**config.mk**
```make
export PLATFORM = sky130hd
export DESIGN_NAME = pc_fetch_stage
export DESIGN_NICKNAME = d
export VERILOG_FILES = /design/src/rtl/pc_fetch_stage.sv
export SDC_FILE = /design/constraint.sdc
export NUM_CORES = 1
export LEC_CHECK = 0
export CAP_MARGIN = 20
export CORE_AREA = 2 2 116 118
export DETAILED_ROUTE_END_ITERATION = 6
export DIE_AREA = 0 0 118 120
export PLACE_DENSITY = 0.84
export SYNTH_ARGS = -nofsm -noshare
export SYNTH_HDL_FRONTEND = slang
export SYNTH_SLANG_ARGS = --single-unit
```
**constraint.sdc**
```tcl
create_clock -name Clk -period 3.9 [get_ports Clk]
set_input_delay 0.39 -clock Clk [delete_from_list [all_inputs] [get_ports Clk]]
set_output_delay 0.39 -clock Clk [all_outputs]
set_load 0.005 [all_outputs]
```
**src/rtl/pc_fetch_stage.sv**
```systemverilog
// Instruction-fetch stage: PC register, next-PC selection (branch > jump > stall > sequential),
// IF/ID pipeline register with flush on redirect, sticky misalignment flag and fetch counter.
module pc_fetch_stage #(
  parameter logic [31:0] RESET_PC = 32'h0000_0000
) (
  input  logic        Clk,
  input  logic        Reset,
  input  logic [31:0] PCAddResult,
  output logic [31:0] PCResult,
  input  logic [31:0] Instruction,
  input  logic        Stall,
  input  logic        BranchTaken,
  input  logic [31:0] BranchTarget,
  input  logic        Jump,
  input  logic [31:0] JumpTarget,
  output logic [31:0] IFID_Instr,
  output logic [31:0] IFID_PCPlus4,
  output logic        IFID_Valid,
  output logic        MisalignErr,
  output logic [31:0] FetchCount
);

  logic        redirect;
  logic [31:0] redirect_target;

  // The branch belongs to the older instruction, so it outranks a jump seen in the same cycle.
  always_comb begin
    redirect        = BranchTaken | Jump;
    redirect_target = BranchTaken ? BranchTarget : JumpTarget;
  end

  always_ff @(posedge Clk) begin
    if (!Reset) begin
      PCResult     <= RESET_PC;
      IFID_Instr   <= 32'h0;
      IFID_PCPlus4 <= 32'h0;
      IFID_Valid   <= 1'b0;
      MisalignErr  <= 1'b0;
      FetchCount   <= 32'h0;
    end else if (redirect) begin
      // Redirect wins over stall; the wrong-path fetch is dropped as a bubble.
      PCResult     <= {redirect_target[31:2], 2'b00};
      IFID_Instr   <= 32'h0;
      IFID_PCPlus4 <= 32'h0;
      IFID_Valid   <= 1'b0;
      if (redirect_target[1:0] != 2'b00) begin
        MisalignErr <= 1'b1;
      end
    end else if (!Stall) begin
      PCResult     <= PCAddResult;
      IFID_Instr   <= Instruction;
      IFID_PCPlus4 <= PCAddResult;
      IFID_Valid   <= 1'b1;
      FetchCount   <= FetchCount + 32'd1;
    end
  end

endmodule

```
Yosys cells after proc, flatten, opt, wreduce, memory -nomap -nowiden
Cells that the tools add are included.
{ "totals": {"inputBits": 133, "rom_bits": 0, "latchBits": 0, "mem_count": 0, "ram_bits": 0, "elab_cells": 20, "reg_bits": 130} }
{ "op_classes": {"n_div": 0, "addsub": 1, "n_lt_le_gt_ge": 0, "multipliers": 0, "shift": 0, "bitwise_logic": 4, "n_mux": 3, "n_eq_ne": 1, "n_reduce_logical": 4} }
{ "op_table": {"columns": ["cell", "count"], "rows": [
  ["32-bit 2-to-1 mux", 3],
  ["32-bit by 1-bit adder with 32-bit output, second input constant", 1],
  ["2-bit AND reduction", 2],
  ["1-bit NOT", 3],
  ["2-bit by 1-bit != test with 1-bit output, second input constant", 1],
  ["2-bit nonzero test", 1],
  ["2-bit OR reduction", 1],
  ["1-bit OR", 1]
]} }

Logic depth before layout (Yosys ltp)
Gate-level depths: netlist of run 1.
{ "logic_depth": {"depth_word": 3, "mapped_depth": 7, "mapped_depth_nobuf": 5} }

Worst setup path after synthesis of run 1
OpenSTA, ideal clock, no wires.
{ "synth_timing": {"path_kind": "input -> register", "startpoint": "in Stall", "endpoint": "reg FetchCount[20]", "t_arrival_ps": 1793, "path_slack_ps": 2037, "setup_time_ps": 70, "n_path_buf": 1, "path_stages": 5, "t_required_ps": 3830, "cell_sequence": "buf_6 > nor4b_4 > nand2_4 > or4_1 > a21oi_1"} }
{ "synth_between": {"elab_chain_len": 2} }
{ "synth_lines": {"columns": ["item", "line", "rtl"], "rows": [
  ["from (decl)", "11", "input logic Stall,"],
  ["1-bit NOT (no source line)", null, null],
  ["2-bit AND reduction (no source line)", null, null],
  ["to (signal assigned)", "54", "FetchCount <= FetchCount + 32'd1;"],
  ["to (decl)", "20", "output logic [31:0] FetchCount"]
]} }
Every way passes these cells.
A chain may end at the register's enable or synchronous reset.

Final worst setup path of run 1
{ "layout_timing": {"startpoint": "reg FetchCount[2]", "endpoint": "reg FetchCount[19]"} }
{ "layout_between": {"elab_chain_len": 1} }
{ "layout_lines": {"columns": ["item", "line"], "rows": [
  ["32-bit by 1-bit adder with 32-bit output", "54"]
]} }
Every way passes these cells.

==> out/results.md, run 1 <==
| Item | Reported | Unit |
| --- | --- | --- |
| Result of the run | finished, final reports clean | - |
| I/O Pins | 263 | - |
| Post-route total power | 0.00346 | W |
| Die boundary width | 118 | microns |
| Core Util, Final | 0.685 | - |
| Clk slew on worst S/H paths | 0.06 | ns |
| Nets | 979 | - |
| WP data arrival | 2.58 | ns |
| Vias in the first global route | 5467 | - |
| Clock buffer depth | 2 | - |
| Number of hold buffers added after CTS | 0 | - |
| Pre-CTS WS | 1.32 | ns |
| Top cell type by total area after synthesis | sky130_fd_sc_hd__dfxtp_1 | - |
| Highest Clock Rate | 0.447 | GHz |
| Die area | 14200 | sq um |
| Drt initial violations | 406 | - |
| Transition time at the pin with the least slew margin | 1.05 | ns |
| Area growth, synth to finish | 59.9 | % |
| Number of nets with antenna violations after detailed routing | 0 | - |
| Routed vias | 5461 | - |
| Max Fanout on Critical Path | 14 | - |
| R2r worst-path depth | 4 | - |
| Required @ worst endpoint | 4.24 | ns |
| Fraction of layout cells with a size suffix above 1 | 0.0571 | - |
| Critical register-to-register path endpoint | FetchCount[19]$_SDFFE_PN0P_ | - |
| Warnings, synthesis | 0 | - |
| Worst setup path startpoint | FetchCount[2]$_SDFFE_PN0P_ | - |
| # clock sinks | 128 | - |
| Ant. Diodes | 0 | - |
| Detailed-route wire length | 18300 | microns |
| Setup violators final | 0 | - |
| Total clock buffers created by CTS | 17 | - |
| Clock period minus final worst setup slack | 2.24 | ns |
| Cell variety after synth | 34 | - |
| Highest ir drop seen on vdd | 256 | uV |
| Residual DRC | 0 | - |
| Leak | 3.39 | nW |
| Final Max Slew Viols | 0 | - |
| Worst reg2reg path startpoint | FetchCount[2]$_SDFFE_PN0P_ | - |
| Overflow after GRT | 0 | - |
| Sequential fraction of the synthesis area | 0.461 | - |
| First-pass GRT wire length | 28500 | microns |
| Crit start category | flip-flop | - |
| Finished layout cell area | 8880 | sq um |
| Source-to-sink clock delay at the later pin of the worst-skew pair | 0.41 | ns |
| Type of the worst min-delay path | reg2reg | - |
| Standard-cell rows | 42 | - |
| Synthesized area per cell | 9.23 | sq um |
| WL/cell | 17.7 | microns |
| Count of maximum capacitance violations | 0 | - |
| Routability-driven placement congestion ratio | 0.920 | - |
| HPWL after DPL | 13100 | microns |
| Cell at the root of the clock tree | sky130_fd_sc_hd__clkbuf_16 | - |
| Initial DRT Pass Iterations | 4 | - |
| Core Footprint | 13000 | sq um |
| Number of filler cells placed in the layout | 996 | - |
| Worst rel slew slack | 0.301 | - |
| Setup CP Type | reg2reg | - |
| Cells after Synth | 602 | - |
| Effective utilization at floorplan | 0.428 | - |
| Total placed instance area | 8250 | sq um |
| Maximum number of pins on one net before global-route repair | 73 | - |
| Flop and latch count out of synthesis | 128 | - |
| Final period utilization | 0.574 | - |
| Number of gates resized after cts | 0 | - |
| Pwr Density | 390 | nW/um^2 |
| Top cell type's share of synthesized area | 0.461 | - |
| RSZ-0062 raised after global routing | false | - |
| Antenna violations before repair | 1 | - |
| All-Layer GR Usage | 0.253 | - |
| Number of failing hold endpoints at the final stage | 0 | - |
| Worst setup path endpoint | FetchCount[19]$_SDFFE_PN0P_ | - |
| Final total negative setup slack | 0 | ns |
| Via-per-instance ratio | 5.28 | - |
| Die Height | 120 | microns |
| Synthesized netlist net count | 736 | - |
| H-tree depth | 4 | - |
| Element type at the critical path end | flip-flop | - |
| CTS tree | built | - |
| Netlist Area Pre-Place | 5560 | sq um |
| Setup slack of the worst register-to-register path | 1.66 | ns |
| Least setup slack across all paths after layout | 1.66 | ns |
| Post-Route Skew | 0.00434 | ns |
| Largest cells by area after synthesis | sky130_fd_sc_hd__dfxtp_1 (46%), sky130_fd_sc_hd__mux2i_1 (17%), sky130_fd_sc_hd__nor2_1 (6.1%), sky130_fd_sc_hd__o21ai_0 (3.3%), sky130_fd_sc_hd__a21oi_1 (3.0%) | - |
| Port buffer count | 262 | - |
| Number of setup buffers added after CTS | 0 | - |
==> power by group <==
part | internal (W) | switching [W] | total (W) | leakage, nW
sequential | 0.00134 | 0.0000213 | 0.00137 | 1.04
clock | 0.00109 | 0.000596 | 0.00169 | 0.304
combinational | 0.000252 | 0.000161 | 0.000413 | 2.04
total | 0.00269 | 0.000779 | 0.00346 | 3.39
==> cell families after synthesis <==
group | count (synthesis) | share of synthesized area
AND/OR/NAND/NOR | 219 | 0.208
flip-flops | 128 | 0.461
AO/OA/AOI/OAI | 98 | 0.101
multiplexers | 96 | 0.173
buffers and inverters | 49 | 0.0369
XOR/XNOR | 11 | 0.0173
adder cells (fa/ha/maj) | 1 | 0.00225
==> critical path, cell delays in order, from the launching register on <==
cell and delay (ns):
sky130_fd_sc_hd__dfxtp_1 0.44, sky130_fd_sc_hd__and3_1 0.45, sky130_fd_sc_hd__nand3_1 0.50, sky130_fd_sc_hd__or4_1 0.62, sky130_fd_sc_hd__a21oi_1 0.16
==> sequential cells by signal, indices dropped and copies added, names as in the netlist <==
signal,flops
FetchCount,32
IFID_Instr,32
IFID_PCPlus4,31
IFID_Valid,1
MisalignErr,1
PCResult,31
==> through the flow <==
step / hold slack (ns) / cells
floorplan: 0.442 / 602
global placement: 0.435 / 1001
CTS: 0.458 / 1033
global route: 0.489 / 1034
finish: 0.458 / 1034
detailed placement: 0.447 / 1001
==> placed cells by master, fill, tap and decap left out, types with 2 or more instances in the layout <==
cell	n
sky130_fd_sc_hd__a21oi_1	33
sky130_fd_sc_hd__a22oi_1	17
sky130_fd_sc_hd__and2_1	21
sky130_fd_sc_hd__and3_1	3
sky130_fd_sc_hd__and4_1	4
sky130_fd_sc_hd__buf_2	2
sky130_fd_sc_hd__buf_4	8
sky130_fd_sc_hd__bufinv_16	4
sky130_fd_sc_hd__clkbuf_16	17
sky130_fd_sc_hd__clkdlybuf4s50_1	259
sky130_fd_sc_hd__clkinv_2	3
sky130_fd_sc_hd__clkinv_4	2
sky130_fd_sc_hd__clkinvlp_4	2
sky130_fd_sc_hd__dfxtp_1	128
sky130_fd_sc_hd__inv_1	3
sky130_fd_sc_hd__inv_6	2
sky130_fd_sc_hd__mux2i_1	96
sky130_fd_sc_hd__nand2_1	29
sky130_fd_sc_hd__nand2b_1	5
sky130_fd_sc_hd__nand3_1	10
sky130_fd_sc_hd__nand4_1	10
sky130_fd_sc_hd__nor2_1	91
sky130_fd_sc_hd__nor3b_1	17
sky130_fd_sc_hd__nor4_1	7
sky130_fd_sc_hd__o21ai_0	37
sky130_fd_sc_hd__o31ai_1	11
sky130_fd_sc_hd__or3_1	3
sky130_fd_sc_hd__or4_1	11
sky130_fd_sc_hd__xnor2_1	4
sky130_fd_sc_hd__xor2_1	7
==> how the worst min path moves through the flow <==
stage                                 from                     endpoint  slack (ns)  cells after the start
2_1_floorplan      IFID_Valid$_SDFFE_PP0N_      IFID_Valid$_SDFFE_PP0N_        0.44                      2
3_3_place_gp       IFID_Valid$_SDFFE_PP0N_      IFID_Valid$_SDFFE_PP0N_        0.43                      2
3_5_place_dp       IFID_Valid$_SDFFE_PP0N_      IFID_Valid$_SDFFE_PP0N_        0.45                      2
4_1_cts            IFID_Valid$_SDFFE_PP0N_      IFID_Valid$_SDFFE_PP0N_        0.46                      2
5_1_grt        FetchCount[31]$_SDFFE_PN0P_  FetchCount[31]$_SDFFE_PN0P_        0.49                      2
6_report           IFID_Valid$_SDFFE_PP0N_      IFID_Valid$_SDFFE_PP0N_        0.46                      2
==> cell usage after synthesis <==
cell type	n
sky130_fd_sc_hd__dfxtp_1	128
sky130_fd_sc_hd__mux2i_1	96
sky130_fd_sc_hd__nor2_1	91
sky130_fd_sc_hd__o21ai_0	37
sky130_fd_sc_hd__a21oi_1	33
sky130_fd_sc_hd__nand2_1	29
sky130_fd_sc_hd__clkbuf_1	25
sky130_fd_sc_hd__and2_1	21
sky130_fd_sc_hd__a22oi_1	17
sky130_fd_sc_hd__nor3b_1	17
sky130_fd_sc_hd__buf_1	13
sky130_fd_sc_hd__o31ai_1	11
sky130_fd_sc_hd__or4_1	11
sky130_fd_sc_hd__nand3_1	10
sky130_fd_sc_hd__nand4_1	10
sky130_fd_sc_hd__nor4_1	7
sky130_fd_sc_hd__xor2_1	7
sky130_fd_sc_hd__buf_2	5
sky130_fd_sc_hd__nand2b_1	5
sky130_fd_sc_hd__and4_1	4
sky130_fd_sc_hd__or3_1	4
sky130_fd_sc_hd__xnor2_1	4
sky130_fd_sc_hd__and3_1	3
sky130_fd_sc_hd__inv_1	3
sky130_fd_sc_hd__buf_4	2
sky130_fd_sc_hd__buf_6	1
sky130_fd_sc_hd__ha_1	1
sky130_fd_sc_hd__nand2_4	1
sky130_fd_sc_hd__nand4_4	1
sky130_fd_sc_hd__nor3_2	1
sky130_fd_sc_hd__nor3b_2	1
sky130_fd_sc_hd__nor4b_4	1
sky130_fd_sc_hd__or4b_1	1
sky130_fd_sc_hd__or4b_2	1
==> final cells by class <==
type / count / area, sq um / area share
Multi-Input combinational cell: 425 / 2790 / 0.314
Timing Repair Buffer: 270 / 2670 / 0.301
Sequential cell: 128 / 2560 / 0.288
Clock buffer: 19 / 443 / 0.0499
Tap cell: 176 / 220 / 0.0248
Clock inverter: 13 / 185 / 0.0208
Inverter: 3 / 11.3 / 0.00127
==> routing by layer <==
metal	vias up	GRT usage	share of wire
met3	39	0.0656	0.064
met2	235	0.451	0.51
met1	2576	0.293	0.41
met4	2	0.0911	0.021
met5	-	0	0.00071
li1	2609	-	-
No activity file was read; power rests on OpenSTA's default activity.
==> inputs of run 2 (changes only) <==
CORE_AREA = 2 2 120 122   (was 2 2 116 118)
DIE_AREA = 0 0 122 124   (was 0 0 118 120)
PLACE_DENSITY = 0.79   (was 0.84)
clock period = 2.1 ns   (was 3.9 ns; I/O delays follow)
==> out/results.md, run 2 (synthesis gave the netlist of run 1 again) <==
| Item | Reported | Unit |
| --- | --- | --- |
| Initial DRT Pass Iterations | 5 | - |
| Area growth, synth to finish | 60.7 | % |
| Least setup slack across all paths after layout | 0.174 | ns |
| All-Layer GR Usage | 0.229 | - |
| Portion of total power attributed to combinational logic | 0.127 | - |
| Number of setup buffers added after CTS | 0 | - |
| Final Max Slew Viols | 0 | - |
| Die Height | 124 | microns |
| Final period utilization | 0.917 | - |
| Pre-CTS WS | 0.171 | ns |
| Number of gates resized after cts | 0 | - |
| Worst rel slew slack | 0.564 | - |
| Maximum number of pins on one net before global-route repair | 65 | - |
| Residual DRC | 0 | - |
| Routability-driven placement congestion ratio | 0.930 | - |
| Cell-internal power | 0.00470 | W |
| Setup violators final | 0 | - |
| Standard-cell rows | 43 | - |
| Nets | 993 | - |
| # clock sinks | 128 | - |
| Share of power burned in the clock network | 0.452 | - |
| Commonest cells after routing, fill and taps aside | sky130_fd_sc_hd__clkdlybuf4s50_1 (259), sky130_fd_sc_hd__dfxtp_1 (128), sky130_fd_sc_hd__mux2i_1 (96), sky130_fd_sc_hd__nor2_1 (91), sky130_fd_sc_hd__o21ai_0 (37) | - |
| Most common cell after layout, fill and taps aside | sky130_fd_sc_hd__clkdlybuf4s50_1 | - |
| Critical path, cell by cell | ha_1, nor4b_4, nand2_4, or4b_1, a21oi_1 | - |
| Fraction of layout cells with a size suffix above 1 | 0.0678 | - |
| RSZ-0062 raised after global routing | false | - |
| Max Fanout on Critical Path | 9 | - |
| Global route hottest layer | met2 | - |
| NetSw | 0.00132 | W |
| Count of maximum capacitance violations | 0 | - |
| HPWL after DPL | 13200 | microns |
| Detailed-route wire length | 17900 | microns |
| Post-route total power | 0.00602 | W |
| Overflow after GRT | 0 | - |
| Number of placed instances with taps included | 1016 | - |
| Total clock buffers created by CTS | 17 | - |
| Number of failing hold endpoints at the final stage | 0 | - |
| CTS tree | built | - |
| Effective utilization at floorplan | 0.405 | - |
| Clock buffer depth | 2 | - |
| Core Footprint | 13700 | sq um |
| WL/cell | 17.0 | microns |
| Result of the run | finished, final reports clean | - |
| Transition time at the pin with the least slew margin | 0.654 | ns |
| Required @ worst endpoint | 2.43 | ns |
| Vias in the first global route | 5247 | - |
| Pwr Density | 675 | nW/um^2 |
| Post-Route Skew | 0.00728 | ns |
| Crit start category | flip-flop | - |
| Global routing met3 resource utilization | 0.0618 | - |
| Number of standard cells in the layout, taps in and fillers out | 1050 | - |
| Regs by FF count | FetchCount: 32 flops, IFID_Instr: 32 flops | - |
| Highest ir drop seen on vdd | 473 | uV |
| Clk slew on worst S/H paths | 0.05 | ns |
| Port buffer count | 262 | - |
| Type of the worst min-delay path | in2reg | - |
| H-tree depth | 4 | - |
| Ant. Diodes | 0 | - |
| Slowest CP cell | sky130_fd_sc_hd__or4b_1 | - |
| Number of hold buffers added after CTS | 0 | - |
| Final total negative setup slack | 0 | ns |
| Maximum single-stage delay on the critical path | 0.52 | ns |
| First-pass GRT wire length | 26900 | microns |
| Met2 Track Usage GR | 0.397 | - |
| Element type at the critical path end | flip-flop | - |
| Tightest hold margin | 0.299 | ns |
| Sw frac | 0.219 | - |
| Highest Clock Rate | 0.519 | GHz |
| Via-per-instance ratio | 5.20 | - |
| Clock period minus final worst setup slack | 1.93 | ns |
| I/O Pins | 263 | - |
| Routed vias | 5462 | - |
| Number of nets with antenna violations after detailed routing | 0 | - |
| Die area | 15100 | sq um |
| Met1 layer usage reported by global route | 0.265 | - |
| Source-to-sink clock delay at the later pin of the worst-skew pair | 0.41 | ns |
| Drt initial violations | 239 | - |
| Setup CP Type | reg2reg | - |
| Leak | 3.43 | nW |
| Die boundary width | 122 | microns |
| Reg power frac | 0.421 | - |
| WP data arrival | 2.26 | ns |
| Antenna violations before repair | 0 | - |
| Cell at the root of the clock tree | sky130_fd_sc_hd__clkbuf_16 | - |
-- run 2: metrics by stage --
step / cell area [sq um] / utilization
detailed placement: 8350 / 0.608
floorplan: 5560 / -
CTS: 8890 / 0.648
finish: 8930 / 0.651
global route: 8930 / 0.651
global placement: 8350 / 0.608
-- run 2: worst paths after layout --
kind | cells past startpoint | end | slack (ns) | from
min | 3 | IFID_PCPlus4[7]$_SDFFE_PP0N_ | 0.30 | BranchTaken
max reg2reg | 5 | FetchCount[16]$_SDFFE_PN0P_ | 0.17 | FetchCount[0]$_SDFFE_PN0P_
max | 5 | FetchCount[16]$_SDFFE_PN0P_ | 0.17 | FetchCount[0]$_SDFFE_PN0P_
min reg2reg | 2 | IFID_Valid$_SDFFE_PP0N_ | 0.47 | IFID_Valid$_SDFFE_PP0N_
-- run 2: cell type report --
type / count / area, sq um
Multi-Input combinational cell: 425 / 2790
Inverter: 3 / 11.3
Sequential cell: 128 / 2560
Clock inverter: 6 / 57.6
Timing Repair Buffer: 284 / 2790
Clock buffer: 24 / 492
Fill cell: 1118 / 4790
Tap cell: 180 / 225
-- run 2: power groups by stage --
stage,combinational (W),sequential (W),clock (W)
after detailed placement,0.000766,0.00259,0
after CTS,0.000771,0.00254,0.00276
after floorplan,0.000298,0.00259,0
final,0.000768,0.00254,0.00272
after global routing,0.000826,0.00254,0.00288
after global placement,0.000752,0.00258,0
-- run 2: critical path: cells and delay by family, from the launching register on --
kind	cells	cell delay (ns)
AOI/OAI and AO/OA	1	0.18
and+or+nand+nor	3	1.08
adders and majority gates	1	0.19
DFF	1	0.40
-- run 2: per-layer routing --
| layer | vias to the layer above | part of all wire |
|---|---|---|
| met2 | 267 | 0.50 |
| li1 | 2642 | - |
| met1 | 2519 | 0.40 |
| met4 | 0 | 0.025 |
| met5 | - | 0 |
| met3 | 34 | 0.081 |
==> inputs of run 3 (changes only) <==
CORE_AREA = 2 2 102 143   (was 2 2 120 122)
DIE_AREA = 0 0 104 145   (was 0 0 122 124)
==> out/results.md, run 3 (synthesis gave the netlist of run 1 again) <==
| Item | Reported | Unit |
| --- | --- | --- |
| Source-to-sink clock delay at the later pin of the worst-skew pair | 0.41 | ns |
| Overflow after GRT | 0 | - |
| Highest Clock Rate | 0.550 | GHz |
| Drt initial violations | 232 | - |
| Clk slew on worst S/H paths | 0.06 | ns |
| WP data arrival | 2.14 | ns |
| RSZ-0062 raised after global routing | false | - |
| Routed vias | 5493 | - |
| Die boundary width | 104 | microns |
| Nets | 993 | - |
| Worst rel slew slack | 0.481 | - |
| Number of nets with antenna violations after detailed routing | 0 | - |
| Die Height | 145 | microns |
| Leak | 3.45 | nW |
| Transition time at the pin with the least slew margin | 0.779 | ns |
| Area growth, synth to finish | 62.0 | % |
| Total clock buffers created by CTS | 17 | - |
| Detailed-route wire length | 18700 | microns |
| Tightest hold margin | 0.327 | ns |
| Maximum number of pins on one net before global-route repair | 64 | - |
| Core Footprint | 13800 | sq um |
| Antenna violations before repair | 1 | - |
| Post-Route Skew | 0.00656 | ns |
| Type of the worst min-delay path | in2reg | - |
| Regs by FF count | FetchCount: 32 flops, IFID_Instr: 32 flops | - |
| Clock period minus final worst setup slack | 1.82 | ns |
| Max Fanout on Critical Path | 9 | - |
| Vias in the first global route | 5756 | - |
| Residual DRC | 0 | - |
| Final Max Slew Viols | 0 | - |
| Most common cell after layout, fill and taps aside | sky130_fd_sc_hd__clkdlybuf4s50_1 | - |
| Die area | 15100 | sq um |
| Standard-cell rows | 51 | - |
| Setup violators final | 0 | - |
| Via-per-instance ratio | 5.20 | - |
| First-pass GRT wire length | 29900 | microns |
| I/O Pins | 263 | - |
| Number of failing hold endpoints at the final stage | 0 | - |
| Pwr Density | 713 | nW/um^2 |
| HPWL after DPL | 13500 | microns |
| Commonest cells after routing, fill and taps aside | sky130_fd_sc_hd__clkdlybuf4s50_1 (259), sky130_fd_sc_hd__dfxtp_1 (128), sky130_fd_sc_hd__mux2i_1 (96), sky130_fd_sc_hd__nor2_1 (91), sky130_fd_sc_hd__o21ai_0 (37) | - |
| Final period utilization | 0.865 | - |
| Effective utilization at floorplan | 0.403 | - |
| Fraction of layout cells with a size suffix above 1 | 0.0712 | - |
| Required @ worst endpoint | 2.43 | ns |
| Result of the run | finished, final reports clean | - |
| Final total negative setup slack | 0 | ns |
| Clock buffer depth | 2 | - |
| # clock sinks | 128 | - |
| Element type at the critical path end | flip-flop | - |
| Cell at the root of the clock tree | sky130_fd_sc_hd__clkbuf_16 | - |
| Setup CP Type | reg2reg | - |
| H-tree depth | 4 | - |
| Highest ir drop seen on vdd | 421 | uV |
| Count of maximum capacitance violations | 0 | - |
| Ant. Diodes | 0 | - |
| CTS tree | built | - |
| Initial DRT Pass Iterations | 5 | - |
| Crit start category | flip-flop | - |
| WL/cell | 17.7 | microns |
| Routability-driven placement congestion ratio | 0.938 | - |
| Port buffer count | 262 | - |
| All-Layer GR Usage | 0.248 | - |
| Number of hold buffers added after CTS | 0 | - |
[run 3: cell types whose count changed in the layout (fill, tap and decap cells not counted), sizes merged]
| cell | delta |
|---|---|
| bufinv | +3 |
| clkbuf | -6 |
| clkinvlp | +2 |
| inv | +2 |
[run 3: final cells by class]
class | instances | area [sq um]
clock buffer | 18 | 429
clock inverter | 13 | 188
fill | 1123 | 4780
inverter | 3 | 11.3
multi-input combinational | 425 | 2790
sequential | 128 | 2560
tap | 185 | 231
timing repair buffer | 284 | 2790
[run 3: power breakdown]
| group | internal [W] | leakage [nW] | switching, W | total, W |
|---|---|---|---|---|
| Combinational | 0.000477 | 2.12 | 0.000301 | 0.000778 |
| Clock | 0.00199 | 0.293 | 0.00112 | 0.00310 |
| Sequential | 0.00250 | 1.04 | 0.0000374 | 0.00253 |
[run 3: worst paths after layout]
check,startpoint,depth (start not counted),to,slack (ns)
setup / recovery,FetchCount[0]$_SDFFE_PN0P_,6,FetchCount[20]$_SDFFE_PN0P_,0.28
hold reg to reg,IFID_Valid$_SDFFE_PP0N_,2,IFID_Valid$_SDFFE_PP0N_,0.46
setup reg to reg,FetchCount[0]$_SDFFE_PN0P_,6,FetchCount[20]$_SDFFE_PN0P_,0.28
hold / removal,BranchTaken,4,IFID_PCPlus4[4]$_SDFFE_PP0N_,0.33
[run 3: worst max-delay path, stage by stage (launching register included)]
cell and delay [ns]:
sky130_fd_sc_hd__dfxtp_1 0.41, sky130_fd_sc_hd__ha_1 0.17, sky130_fd_sc_hd__nor4b_4 0.17, sky130_fd_sc_hd__buf_4 0.19
sky130_fd_sc_hd__nand2_4 0.08, sky130_fd_sc_hd__or4_1 0.51, sky130_fd_sc_hd__a21oi_1 0.19
[run 3: layer usage]
metal  wire (microns)  track usage  up-vias
li1                 -            -     2639
met1             6810        0.258     2579
met2             9990        0.459      228
met3             1200       0.0669       45
met4              643        0.109        2
met5               13            0        -
[run 3: what timing repair did]
item	in CTS	in global routing
setup endpoints to repair	0	1
resized for setup	0	0
endpoints found under the hold margin	0	0
setup buffers	0	2
[run 3: stage by stage]
step                power, W  instance area, sq um  setup slack (ns)  cells  utilization
floorplan            0.00289                  5560             0.275    602            -
global placement     0.00334                  8360             0.284   1022        0.606
detailed placement   0.00336                  8360             0.145   1022        0.606
CTS                  0.00647                  8980             0.144   1053        0.651
global route         0.00664                  9000             0.169   1056        0.653
finish               0.00642                  9000             0.283   1056        0.653
